## src/rtl/hood_mode_ctrl_if.sv

```systemverilog
// Hood controller user-panel bundle: buttons and permissions in, mode/display status out.
interface hood_mode_ctrl_if #(
   parameter int unsigned NUM_LEVELS = 3
);
   logic                  power_on;
   logic                  menu_btn;
   logic [NUM_LEVELS-1:0] level_btn;
   logic                  clean_btn;
   logic                  boost_allowed;
   logic [2:0]            state;
   logic [2:0]            level;
   logic [NUM_LEVELS+1:0] led;
   logic [7:0]            remaining_sec;

   modport master (
      output power_on, menu_btn, level_btn, clean_btn, boost_allowed,
      input  state, level, led, remaining_sec
   );

   modport slave (
      input  power_on, menu_btn, level_btn, clean_btn, boost_allowed,
      output state, level, led, remaining_sec
   );
endinterface

```

## src/rtl/hood_mode_ctrl.sv

```systemverilog
// Cooker-hood mode controller: standby/arm/run/boost/self-clean with second-based countdowns.
// Optional boost re-entry lockout is compiled in with macro HOOD_BOOST_COOLDOWN_EN.
module hood_mode_ctrl #(
   parameter int unsigned NUM_LEVELS   = 3,
   parameter int unsigned CLK_HZ       = 100_000_000,
   parameter int unsigned BOOST_SEC    = 60,
   parameter int unsigned CLEAN_SEC    = 180,
   parameter int unsigned COOLDOWN_SEC = 30
) (
   input logic             clk,
   input logic             rst,
   hood_mode_ctrl_if.slave bus
);

   localparam int unsigned PW = (CLK_HZ > 1) ? $clog2(CLK_HZ) : 1;
   localparam int unsigned LW = NUM_LEVELS + 2;
   localparam logic [2:0]  TOP_LVL = 3'(NUM_LEVELS);

   typedef enum logic [2:0] {
      S_OFF     = 3'd0,
      S_STANDBY = 3'd1,
      S_ARMED   = 3'd2,
      S_RUN     = 3'd3,
      S_BOOST   = 3'd4,
      S_CLEAN   = 3'd5
   } state_e;

   if (NUM_LEVELS < 2 || NUM_LEVELS > 7 || CLK_HZ < 1 ||
       BOOST_SEC < 1 || BOOST_SEC > 255 || CLEAN_SEC < 1 || CLEAN_SEC > 255 ||
       COOLDOWN_SEC > 255) begin : g_bad_param
      $error("hood_mode_ctrl: parameter out of range");
   end

   state_e          state_q, state_d;
   logic [2:0]      level_q, level_d;
   logic [LW-1:0]   led_q, led_d;
   logic [7:0]      rem_q, rem_d;
   logic [PW-1:0]   presc_q, presc_d;
   logic            ret_flag_q, ret_flag_d;
   logic [2:0]      ret_lvl_q, ret_lvl_d;
   logic            menu_q;

   logic            menu_edge_c;
   logic            tick_c;
   logic            sel_valid_c;
   logic [2:0]      sel_lvl_c;
   logic            sel_top_c;
   logic            locked_c;
   logic            boost_ok_c;

   assign menu_edge_c = bus.menu_btn & ~menu_q;
   assign tick_c      = (presc_q == PW'(CLK_HZ - 1));
   assign sel_top_c   = sel_valid_c && (sel_lvl_c == TOP_LVL);
   assign boost_ok_c  = bus.boost_allowed && !locked_c;

   // Lowest-index pressed level button wins.
   always_comb begin
      sel_valid_c = 1'b0;
      sel_lvl_c   = 3'd0;
      for (int i = NUM_LEVELS - 1; i >= 0; i--) begin
         if (bus.level_btn[i]) begin
            sel_valid_c = 1'b1;
            sel_lvl_c   = 3'(i + 1);
         end
      end
   end

   // Next-state and next-output logic.
   always_comb begin
      state_d    = state_q;
      level_d    = level_q;
      rem_d      = rem_q;
      ret_flag_d = ret_flag_q;
      ret_lvl_d  = ret_lvl_q;

      if (!bus.power_on) begin
         state_d    = S_OFF;
         level_d    = 3'd0;
         rem_d      = 8'd0;
         ret_flag_d = 1'b0;
         ret_lvl_d  = 3'd0;
      end else begin
         case (state_q)
            S_OFF: state_d = S_STANDBY;
            S_STANDBY: if (menu_edge_c) state_d = S_ARMED;
            S_ARMED: begin
               if (menu_edge_c) begin
                  state_d = S_STANDBY;
               end else if (sel_valid_c) begin
                  if (!sel_top_c) begin
                     state_d = S_RUN;
                     level_d = sel_lvl_c;
                  end else if (boost_ok_c) begin
                     state_d    = S_BOOST;
                     level_d    = TOP_LVL;
                     rem_d      = 8'(BOOST_SEC);
                     ret_flag_d = 1'b0;
                     ret_lvl_d  = 3'd0;
                  end
               end else if (bus.clean_btn) begin
                  state_d = S_CLEAN;
                  rem_d   = 8'(CLEAN_SEC);
               end
            end
            S_RUN: begin
               if (menu_edge_c) begin
                  state_d = S_STANDBY;
                  level_d = 3'd0;
               end else if (sel_valid_c) begin
                  if (!sel_top_c) begin
                     level_d = sel_lvl_c;
                  end else if (boost_ok_c) begin
                     state_d    = S_BOOST;
                     level_d    = TOP_LVL;
                     rem_d      = 8'(BOOST_SEC);
                     ret_flag_d = 1'b0;
                     ret_lvl_d  = level_q;
                  end
               end
            end
            S_BOOST: begin
               // Expiry and loss of permission share the same exit rule.
               if (rem_q == 8'd0 || !bus.boost_allowed) begin
                  rem_d      = 8'd0;
                  ret_flag_d = 1'b0;
                  if (ret_flag_q && ret_lvl_q != 3'd0) begin
                     state_d = S_RUN;
                     level_d = ret_lvl_q;
                  end else begin
                     state_d = S_STANDBY;
                     level_d = 3'd0;
                  end
               end else begin
                  if (menu_edge_c) ret_flag_d = 1'b1;
                  if (tick_c)      rem_d      = rem_q - 8'd1;
               end
            end
            S_CLEAN: begin
               if (rem_q == 8'd0) begin
                  state_d = S_STANDBY;
               end else if (tick_c) begin
                  rem_d = rem_q - 8'd1;
               end
            end
            default: begin
               state_d = S_OFF;
               level_d = 3'd0;
               rem_d   = 8'd0;
            end
         endcase
      end
   end

   // Prescaler runs only while staying in a countdown state, so each entry restarts it.
   always_comb begin
      presc_d = '0;
      if ((state_d == S_BOOST || state_d == S_CLEAN) && state_d == state_q) begin
         presc_d = tick_c ? '0 : presc_q + PW'(1);
      end
   end

   always_comb begin
      led_d = '0;
      case (state_d)
         S_STANDBY, S_ARMED: led_d[0] = 1'b1;
         S_RUN, S_BOOST:     led_d = LW'(1) << level_d;
         S_CLEAN:            led_d[LW-1] = 1'b1;
         default:            led_d = '0;
      endcase
   end

   always_ff @(posedge clk or posedge rst) begin
      if (rst) begin
         state_q    <= S_OFF;
         level_q    <= 3'd0;
         led_q      <= '0;
         rem_q      <= 8'd0;
         presc_q    <= '0;
         ret_flag_q <= 1'b0;
         ret_lvl_q  <= 3'd0;
         menu_q     <= 1'b0;
      end else begin
         state_q    <= state_d;
         level_q    <= level_d;
         led_q      <= led_d;
         rem_q      <= rem_d;
         presc_q    <= presc_d;
         ret_flag_q <= ret_flag_d;
         ret_lvl_q  <= ret_lvl_d;
         menu_q     <= bus.menu_btn;
      end
   end

`ifdef HOOD_BOOST_COOLDOWN_EN
   logic [7:0]    lock_q, lock_d;
   logic [PW-1:0] cd_q, cd_d;
   logic          boost_exit_c;

   assign boost_exit_c = (state_q == S_BOOST) && (state_d != S_BOOST);
   assign locked_c     = (lock_q != 8'd0);

   // Lockout has its own second prescaler, aligned to the boost exit.
   always_comb begin
      lock_d = lock_q;
      cd_d   = cd_q;
      if (!bus.power_on || state_q == S_OFF) begin
         lock_d = 8'd0;
         cd_d   = '0;
      end else if (boost_exit_c) begin
         lock_d = 8'(COOLDOWN_SEC);
         cd_d   = '0;
      end else if (locked_c) begin
         if (cd_q == PW'(CLK_HZ - 1)) begin
            cd_d   = '0;
            lock_d = lock_q - 8'd1;
         end else begin
            cd_d = cd_q + PW'(1);
         end
      end
   end

   always_ff @(posedge clk or posedge rst) begin
      if (rst) begin
         lock_q <= 8'd0;
         cd_q   <= '0;
      end else begin
         lock_q <= lock_d;
         cd_q   <= cd_d;
      end
   end
`else
   assign locked_c = 1'b0;
`endif

   assign bus.state         = state_q;
   assign bus.level         = level_q;
   assign bus.led           = led_q;
   assign bus.remaining_sec = rem_q;

endmodule

```

## src/flat_wrapper.sv

```systemverilog
// flat-port wrapper written by rule: the top's interface ports become plain ports
module hood_mode_ctrl_flat 
#(
   parameter int unsigned NUM_LEVELS   = 3,
   parameter int unsigned CLK_HZ       = 100_000_000,
   parameter int unsigned BOOST_SEC    = 60,
   parameter int unsigned CLEAN_SEC    = 180,
   parameter int unsigned COOLDOWN_SEC = 30
)
  (clk, rst, bus_power_on, bus_menu_btn, bus_level_btn, bus_clean_btn, bus_boost_allowed, bus_state, bus_level, bus_led, bus_remaining_sec);
  hood_mode_ctrl_if #(.NUM_LEVELS(NUM_LEVELS)) bus_i ();
  input logic clk;
  input logic rst;
  input wire logic [$bits(bus_i.power_on)-1:0] bus_power_on;
  input wire logic [$bits(bus_i.menu_btn)-1:0] bus_menu_btn;
  input wire logic [$bits(bus_i.level_btn)-1:0] bus_level_btn;
  input wire logic [$bits(bus_i.clean_btn)-1:0] bus_clean_btn;
  input wire logic [$bits(bus_i.boost_allowed)-1:0] bus_boost_allowed;
  output wire logic [$bits(bus_i.state)-1:0] bus_state;
  output wire logic [$bits(bus_i.level)-1:0] bus_level;
  output wire logic [$bits(bus_i.led)-1:0] bus_led;
  output wire logic [$bits(bus_i.remaining_sec)-1:0] bus_remaining_sec;
  assign bus_i.power_on = bus_power_on;
  assign bus_i.menu_btn = bus_menu_btn;
  assign bus_i.level_btn = bus_level_btn;
  assign bus_i.clean_btn = bus_clean_btn;
  assign bus_i.boost_allowed = bus_boost_allowed;
  assign bus_state = bus_i.state;
  assign bus_level = bus_i.level;
  assign bus_led = bus_i.led;
  assign bus_remaining_sec = bus_i.remaining_sec;
  hood_mode_ctrl #(.NUM_LEVELS(NUM_LEVELS), .CLK_HZ(CLK_HZ), .BOOST_SEC(BOOST_SEC), .CLEAN_SEC(CLEAN_SEC), .COOLDOWN_SEC(COOLDOWN_SEC)) u_core (.clk(clk), .rst(rst), .bus(bus_i));
endmodule
```

## config.mk

```make
export PLATFORM = sky130hd
export DESIGN_NAME = hood_mode_ctrl_flat
export DESIGN_NICKNAME = d
export VERILOG_FILES = /design/src/rtl/hood_mode_ctrl_if.sv /design/src/rtl/hood_mode_ctrl.sv /design/src/flat_wrapper.sv
export SDC_FILE = /design/constraint.sdc
export NUM_CORES = 1
export LEC_CHECK = 0
export CAP_MARGIN = 15
export CORE_UTILIZATION = 40
export CTS_CLUSTER_SIZE = 16
export DETAILED_ROUTE_END_ITERATION = 16
export GPL_TIMING_DRIVEN = 0
export SLEW_MARGIN = 5
export SYNTH_ARGS = -nofsm -noshare
export SYNTH_HDL_FRONTEND = slang
export SYNTH_SLANG_ARGS = --single-unit
export TNS_END_PERCENT = 30
```

## constraint.sdc

```tcl
create_clock -name clk -period 2.26 [get_ports clk]
set_input_delay 0.678 -clock clk [delete_from_list [all_inputs] [get_ports clk]]
set_output_delay 0.678 -clock clk [all_outputs]
set_load 0.01 [all_outputs]
```

==> Yosys cells after proc, flatten, opt, wreduce, memory -nomap -nowiden <==
Index checks and enable logic that the tools add are counted.
{ "word_totals": {"word_cells": 125, "in_bits": 9, "output_inout_bits": 19, "register_bits": 51} }
{ "classes": {"n_reduce_logical": 17, "eq_ne": 31, "n_mux": 64, "shifts": 1, "bitwise_logic": 2, "addsub": 2} }
{ "ops": {"columns": ["operator", "count"], "rows": [
  ["3-bit 2-to-1 mux", 32],
  ["8-bit 2-to-1 mux", 11],
  ["27-bit 2-to-1 mux", 2],
  ["8-bit one-hot mux with 5 select lines", 1],
  ["27-bit by 1-bit adder with 27-bit output, second input constant", 1],
  ["27-bit equality test, second input constant", 1],
  ["3-bit by 2-bit != test with 1-bit output, second input constant", 8],
  ["3-bit != test, second input constant", 6],
  ["3-bit one-hot mux with 6 select lines", 1],
  ["3-bit by 2-bit equality test with 1-bit output, second input constant", 5],
  ["3-bit equality test, second input constant", 4],
  ["3-bit one-hot mux with 4 select lines", 1],
  ["6-bit AND reduction", 2],
  ["1-bit 2-to-1 mux", 10],
  ["9-bit AND reduction", 1],
  ["8-bit zero test", 1],
  ["2-bit OR reduction", 4],
  ["8-bit by 1-bit subtractor with 8-bit output, second input constant", 1],
  ["3-bit by 1-bit equality test with 1-bit output, second input constant", 2],
  ["1-bit one-hot mux with 2 select lines", 3],
  ["3-bit one-hot mux with 2 select lines", 1],
  ["1-bit by 3-bit left shift with 5-bit output, first input constant", 1],
  ["2-bit 2-to-1 mux", 2],
  ["4-bit by 2-bit != test with 1-bit output, second input constant", 1],
  ["12 further kinds", 15]
]} }

==> Longest topological paths before layout <==
{ "depth": {"depth_word": 14, "depth_mapped": 10, "depth_no_buf": 9} }

==> Worst setup path before layout <==
Ideal clock, no wire load.
{ "synth_path": {"kind": "reg2reg", "start": "register u_core.rem_q[0] (netlist: u_core.bus.remaining_sec[0])", "end": "register u_core.led_q[1] (netlist: u_core.bus.led[1])", "required_ns": 2.139, "t_arrival_ns": 2.305, "path_buffers": 0, "path_stages_with_launch": 10, "setup_time_ns": 0.121, "period_less_slack_ns": 2.425, "path_slack_ns": -0.165, "cell_sequence": "dfrtp_1 inv_1 ha_1 or4b_4 o21ai_4 nor3_1 o31ai_4 inv_2 mux2i_1 and4b_1"} }
{ "synth_via": {"elab_chain_len": 8, "word_cells_on_any_way": 14, "cone_classes": "eq/ne: 2; shift: 1; mux: 8; reduce/logical: 3"} }
{ "synth_rtl": {"columns": ["element", "line_no", "text"], "rows": [
  ["start: declaration", "hood_mode_ctrl.sv:37", "logic [7:0] rem_q, rem_d;"],
  ["start signal: assignment", "hood_mode_ctrl.sv:186", "rem_q <= rem_d;"],
  ["8-bit zero test *", "hood_mode_ctrl.sv:123, hood_mode_ctrl.sv:139", null],
  ["1-bit logical OR", "hood_mode_ctrl.sv:123", "if (rem_q == 8'd0 || !bus.boost_allowed) begin"],
  ["3-bit 2-to-1 mux", "hood_mode_ctrl.sv:123", null],
  ["3-bit one-hot mux with 6 select lines *", "hood_mode_ctrl.sv:83", "case (state_q)"],
  ["3-bit 2-to-1 mux *", "hood_mode_ctrl.sv:76", "if (!bus.power_on) begin"],
  ["named net u_core.state_d[2]", "hood_mode_ctrl.sv:34", "state_e state_q, state_d;"],
  ["3-bit by 2-bit equality test with 1-bit output or 3-bit equality test (tied branches)", "hood_mode_ctrl.sv:164", "case (state_d)"],
  ["2-bit OR reduction *", "hood_mode_ctrl.sv:164", null],
  ["3-bit 2-to-1 mux *", "hood_mode_ctrl.sv:164", null],
  ["named net u_core.led_d[1]", "hood_mode_ctrl.sv:36", "logic [LW-1:0] led_q, led_d;"],
  ["end signal: assignment", "hood_mode_ctrl.sv:185", "led_q <= led_d;"],
  ["end: declaration", "hood_mode_ctrl.sv:36", null]
]} }
Mark *: on every way through the listed nets, which the timed path passes. The rest lies on a longest branch.
A chain may end at the register's enable or synchronous reset.

==> Worst setup path after layout <==
{ "layout_path": {"start": "input port bus_boost_allowed", "end": "register u_core.led_q[1] (netlist: u_core.bus.led[1])"} }
{ "layout_via": {"elab_chain_len": 9, "word_cells_on_any_way": 25, "cone_classes": "eq/ne: 2; shift: 1; mux: 19; reduce/logical: 3"} }
{ "layout_rtl": {"columns": ["element", "line_no", "text"], "rows": [
  ["start: declaration", "flat_wrapper.sv:18", "input wire logic [$bits(bus_i.boost_allowed)-1:0] bus_boost_allowed;"],
  ["3-bit 2-to-1 mux", "hood_mode_ctrl.sv:93, hood_mode_ctrl.sv:112", null],
  ["3-bit 2-to-1 mux (on tied branches)", "hood_mode_ctrl.sv:110, hood_mode_ctrl.sv:90", null],
  ["3-bit 2-to-1 mux (on tied branches)", "hood_mode_ctrl.sv:109, hood_mode_ctrl.sv:89", null],
  ["3-bit 2-to-1 mux (on tied branches)", "hood_mode_ctrl.sv:106, hood_mode_ctrl.sv:87", null],
  ["3-bit one-hot mux with 6 select lines", "hood_mode_ctrl.sv:83", null],
  ["3-bit 2-to-1 mux", "hood_mode_ctrl.sv:76", null],
  ["3-bit by 2-bit equality test with 1-bit output or 3-bit equality test (tied branches)", "hood_mode_ctrl.sv:164", null],
  ["2-bit OR reduction", "hood_mode_ctrl.sv:164", null],
  ["3-bit 2-to-1 mux *", "hood_mode_ctrl.sv:164", null],
  ["named net u_core.led_d[1]", "hood_mode_ctrl.sv:36", null]
]} }
Marks and branches as above.

==> summary.md <==
| Metric | Value |
|---|---|
| Outcome | finished, violations left |
| Failing checks | setup timing |
| First-pass DRT Iterations | 4 |
| Vias | 2752 |
| Final worst setup slack | -0.1998 ns |
| First-pass GRT wire length | 12500 um |
| CTS max path bufs | 2 |
| Mapped Cells | 337 |
| RePlAce Congestion | 0.9527 |
| TritonCTS Buffers | 5 |
| Max cap viols | 0 |
| # setup viols final | 33 |
| Final Hold Fails | 0 |
| WS Path Type | input port to flip-flop |
| Drt wl/cell | 15.62 um |
| CP max stage delay | 0.33 ns |
| # IOs | 28 |
| Drt initial violations | 121 |
| Clock sink count | 51 |
| Die Y | 89.40 um |
| Util after Layout | 53.73% |
| Total Nets Final | 400 |
| Critical Path Source Type | input port |
| DP Cell Count | 464 |
| Finished Layout Cells | 489 |
| Critical path capture point type | flip-flop |
| Async SR Flop Fraction | 100.0% |
| Switching portion of total power | 26.50% |
| Root buf cell | clkbuf_8 |
| Site Rows | 31 |
| Most common cell after layout, fill and taps aside | dfrtp_1 |
| Pin count of the biggest net entering global routing | 39 |
| Die X | 89.40 um |
| Critical Path RT | 2.46 ns |
| Sequential-to-total area share from yosys stat | 41.77% |
| Number of remaining DRC errors | 0 |
| Clk Latency, worst-skew pair | 0.31 ns |
| LEAKAGE | 1.564 nW |
| Syn Nets | 348 |
| Core outline area | 7331 um2 |
| Final worst-path cycle share | 108.8% |
| H-tree depth | 2 |
| Synthesized area per cell | 9.067 um2 |
| Hold Path Origin | u_core.ret_lvl_q[2]$_DFFE_PP0P_ |
| Unrepaired setup endpoints after global routing | true |
| CTS tree | built |
| HPWL after DPL | 5112 um |
| Reg clk slew, reported paths | 0.10 ns |
| Starting Density | 41.68% |
| Seq pwr share | 56.5% |
| P&R area growth vs syn | 28.91% |
| Worst Path Buf+Inv | 2 |
| Slew at the pin with the worst max-slew slack | 0.8701 ns |
| Instance count on the critical path | 8 |
| Final WL | 7638 um |
| GRT Residual Overflow | 0 |
| Post-synth EDFFs | 0 |
| Slew margin rel. | 41.55% |
| ANT nets after route | 0 |
| FF+latch count, synth | 51 |
| Hold_buf cts | 0 |
| Synthesis Warnings | 0 |
| CP top delay family | multiplexers |
| Clock Skews | 0.01357 ns |
| Pwr per Cell Area | 415.5 nW/um2 |
| Final Max Tran Viols | 0 |
| Critical-path top delay cell | dlygate4sd2_1 |
| Commonest cells after routing, fill and taps aside | 50 x dfrtp_1, 40 x nor2_1, 25 x nand2_1 |
| Switching power | 0.4337 mW |
| Hold WC Path Type | flip-flop to flip-flop |
| Clk pwr share | 33.1% |
| R2r startpoint | u_core.bus.remaining_sec[0]$_DFFE_PP0P_ |
| Crit path capture | u_core.bus.led[1]$_DFF_PP0_ |
| Flop-to-flop setup slack | -0.17 ns |
| Int Pwr | 1.203 mW |
| DIE AREA | 7992 um2 |
| Fmax | 406.5 MHz |
| CP max FO | 10 |
| Via density | 5.628 |
| Worst r2r path cells | 10 |
| VDD IR max | 0.3610 mV |
| Initial antenna violation count | 0 |
| Cell variety after synth | 65 |
| Ant diodes | 0 |
| Synth Flop Type | dfrtp_1 |
| CP arrival | 2.66 ns |
| Share of cells above drive strength 1 | 21.03% |
| Min cycle time layout | 2.460 ns |
| Vias in the first global route | 2627 |
| Combinational share of power | 10.4% |
| Reg2reg end | u_core.bus.led[1]$_DFF_PP0_ |
| PortBufs | 27 |
| CP Cell Sequence | dlygate4sd2_1 -> and4bb_2 -> buf_6 -> a31oi_1 -> mux2_2 -> a22oi_2 -> mux2i_4 -> and4b_1 |
| Gr usage total | 20.18% |
| CP startpoint | bus_boost_allowed |
| Cell Area, Synth | 3055 um2 |
-- worst min path at each step --
stage | to | slack, ns | depth (start not counted)
6_report | u_core.ret_lvl_q[2]$_DFFE_PP0P_ | 0.56 | 2
5_1_grt | u_core.presc_q[10]$_DFF_PP0_ | 0.61 | 2
4_1_cts | u_core.presc_q[0]$_DFF_PP0_ | 0.52 | 1
3_5_place_dp | u_core.presc_q[0]$_DFF_PP0_ | 0.51 | 1
3_3_place_gp | u_core.presc_q[0]$_DFF_PP0_ | 0.47 | 1
2_1_floorplan | u_core.presc_q[0]$_DFF_PP0_ | 0.45 | 1
-- cell usage after synthesis, types with 6 or more instances --
master	instances	share of area, %
nor4_1	6	1.2
nand2b_1	9	1.8
nand2_1	26	3.2
clkbuf_1	8	0.98
nand4_1	12	2.5
xnor2_1	13	3.7
inv_1	9	1.1
dfrtp_1	51	42
a21oi_1	7	1.1
nand3_1	8	1.3
nor2_1	46	5.7
nor3_1	15	2.5
a21boi_0	7	1.7
and3_1	9	1.8
xor2_1	13	3.7
o21ai_0	13	2.1
a31oi_1	6	1.2
nor2b_1	7	1.4
-- routing by layer --
metal | GRT usage, % | wire length [um]
met1 | 27.04 | 3523
met2 | 32.41 | 3527
met3 | 3.878 | 389
met4 | 7.648 | 197
met5 | 0 | 0
-- what timing repair did --
action | CTS | global route
pin swaps | 26 | 12
gates resized for setup | 38 | 23
cloned | 2 | 0
setup endpoints to repair | 42 | 42
buffers inserted | 10 | 7
-- area by class of cell --
class	count	area, um2
Timing Repair Buffer	47	445.4
Fill cell	684	3392
Buffer	11	70.07
Multi-Input combinational cell	263	1896
Tap cell	99	123.9
Sequential cell	51	1277
Clock buffer	5	68.82
Inverter	10	37.54
Clock inverter	3	20.02
-- power by group through the flow --
stage | logic, mW | registers (mW) | clock network, mW
floorplan | 0.0879 | 0.943 | 0
global placement | 0.146 | 0.941 | 0
detailed placement | 0.150 | 0.941 | 0
CTS | 0.158 | 0.924 | 0.557
global route | 0.186 | 0.926 | 0.579
finish | 0.170 | 0.924 | 0.542
-- worst min-delay path, cell delays in order (launching register included) --
cell	delay [ns]
dfrtp_1	0.41
nand2_1	0.06
a21boi_0	0.06
-- kinds of logic after synthesis --
logic type                 after synthesis  synth area share (%)
AOI/OAI and AO/OA                       64                 15.97
xor gates and xnor gates                26                 7.453
DFF                                     51                 41.77
buffers and inverters                   23                 3.194
muxes                                    2                0.6961
and+or+nand+nor                        169                 30.10
adders and majority gates                2                0.8189
-- per-stage QoR --
stage	setup slack [ns]	cell area [um2]	power [mW]	hold slack, ns	setup TNS [ns]
floorplan	-0.09244	3067	1.030	0.4516	-0.2626
global placement	-0.9791	3461	1.087	0.4731	-65.27
detailed placement	-0.9642	3481	1.091	0.5084	-31.94
CTS	-0.2336	3772	1.639	0.5213	-2.042
global route	-0.2712	3939	1.691	0.6058	-6.964
finish	-0.1998	3939	1.636	0.5605	-3.268
-- registers in the layout (all words and copies together) (netlist names) --
signal	cells
u_core.bus.led	5
u_core.bus.level	3
u_core.bus.remaining_sec	8
u_core.bus.state	3
u_core.menu_q	1
u_core.presc_q	27
u_core.ret_flag_q	1
u_core.ret_lvl_q	3
No activity file was read; power rests on OpenSTA's default activity.
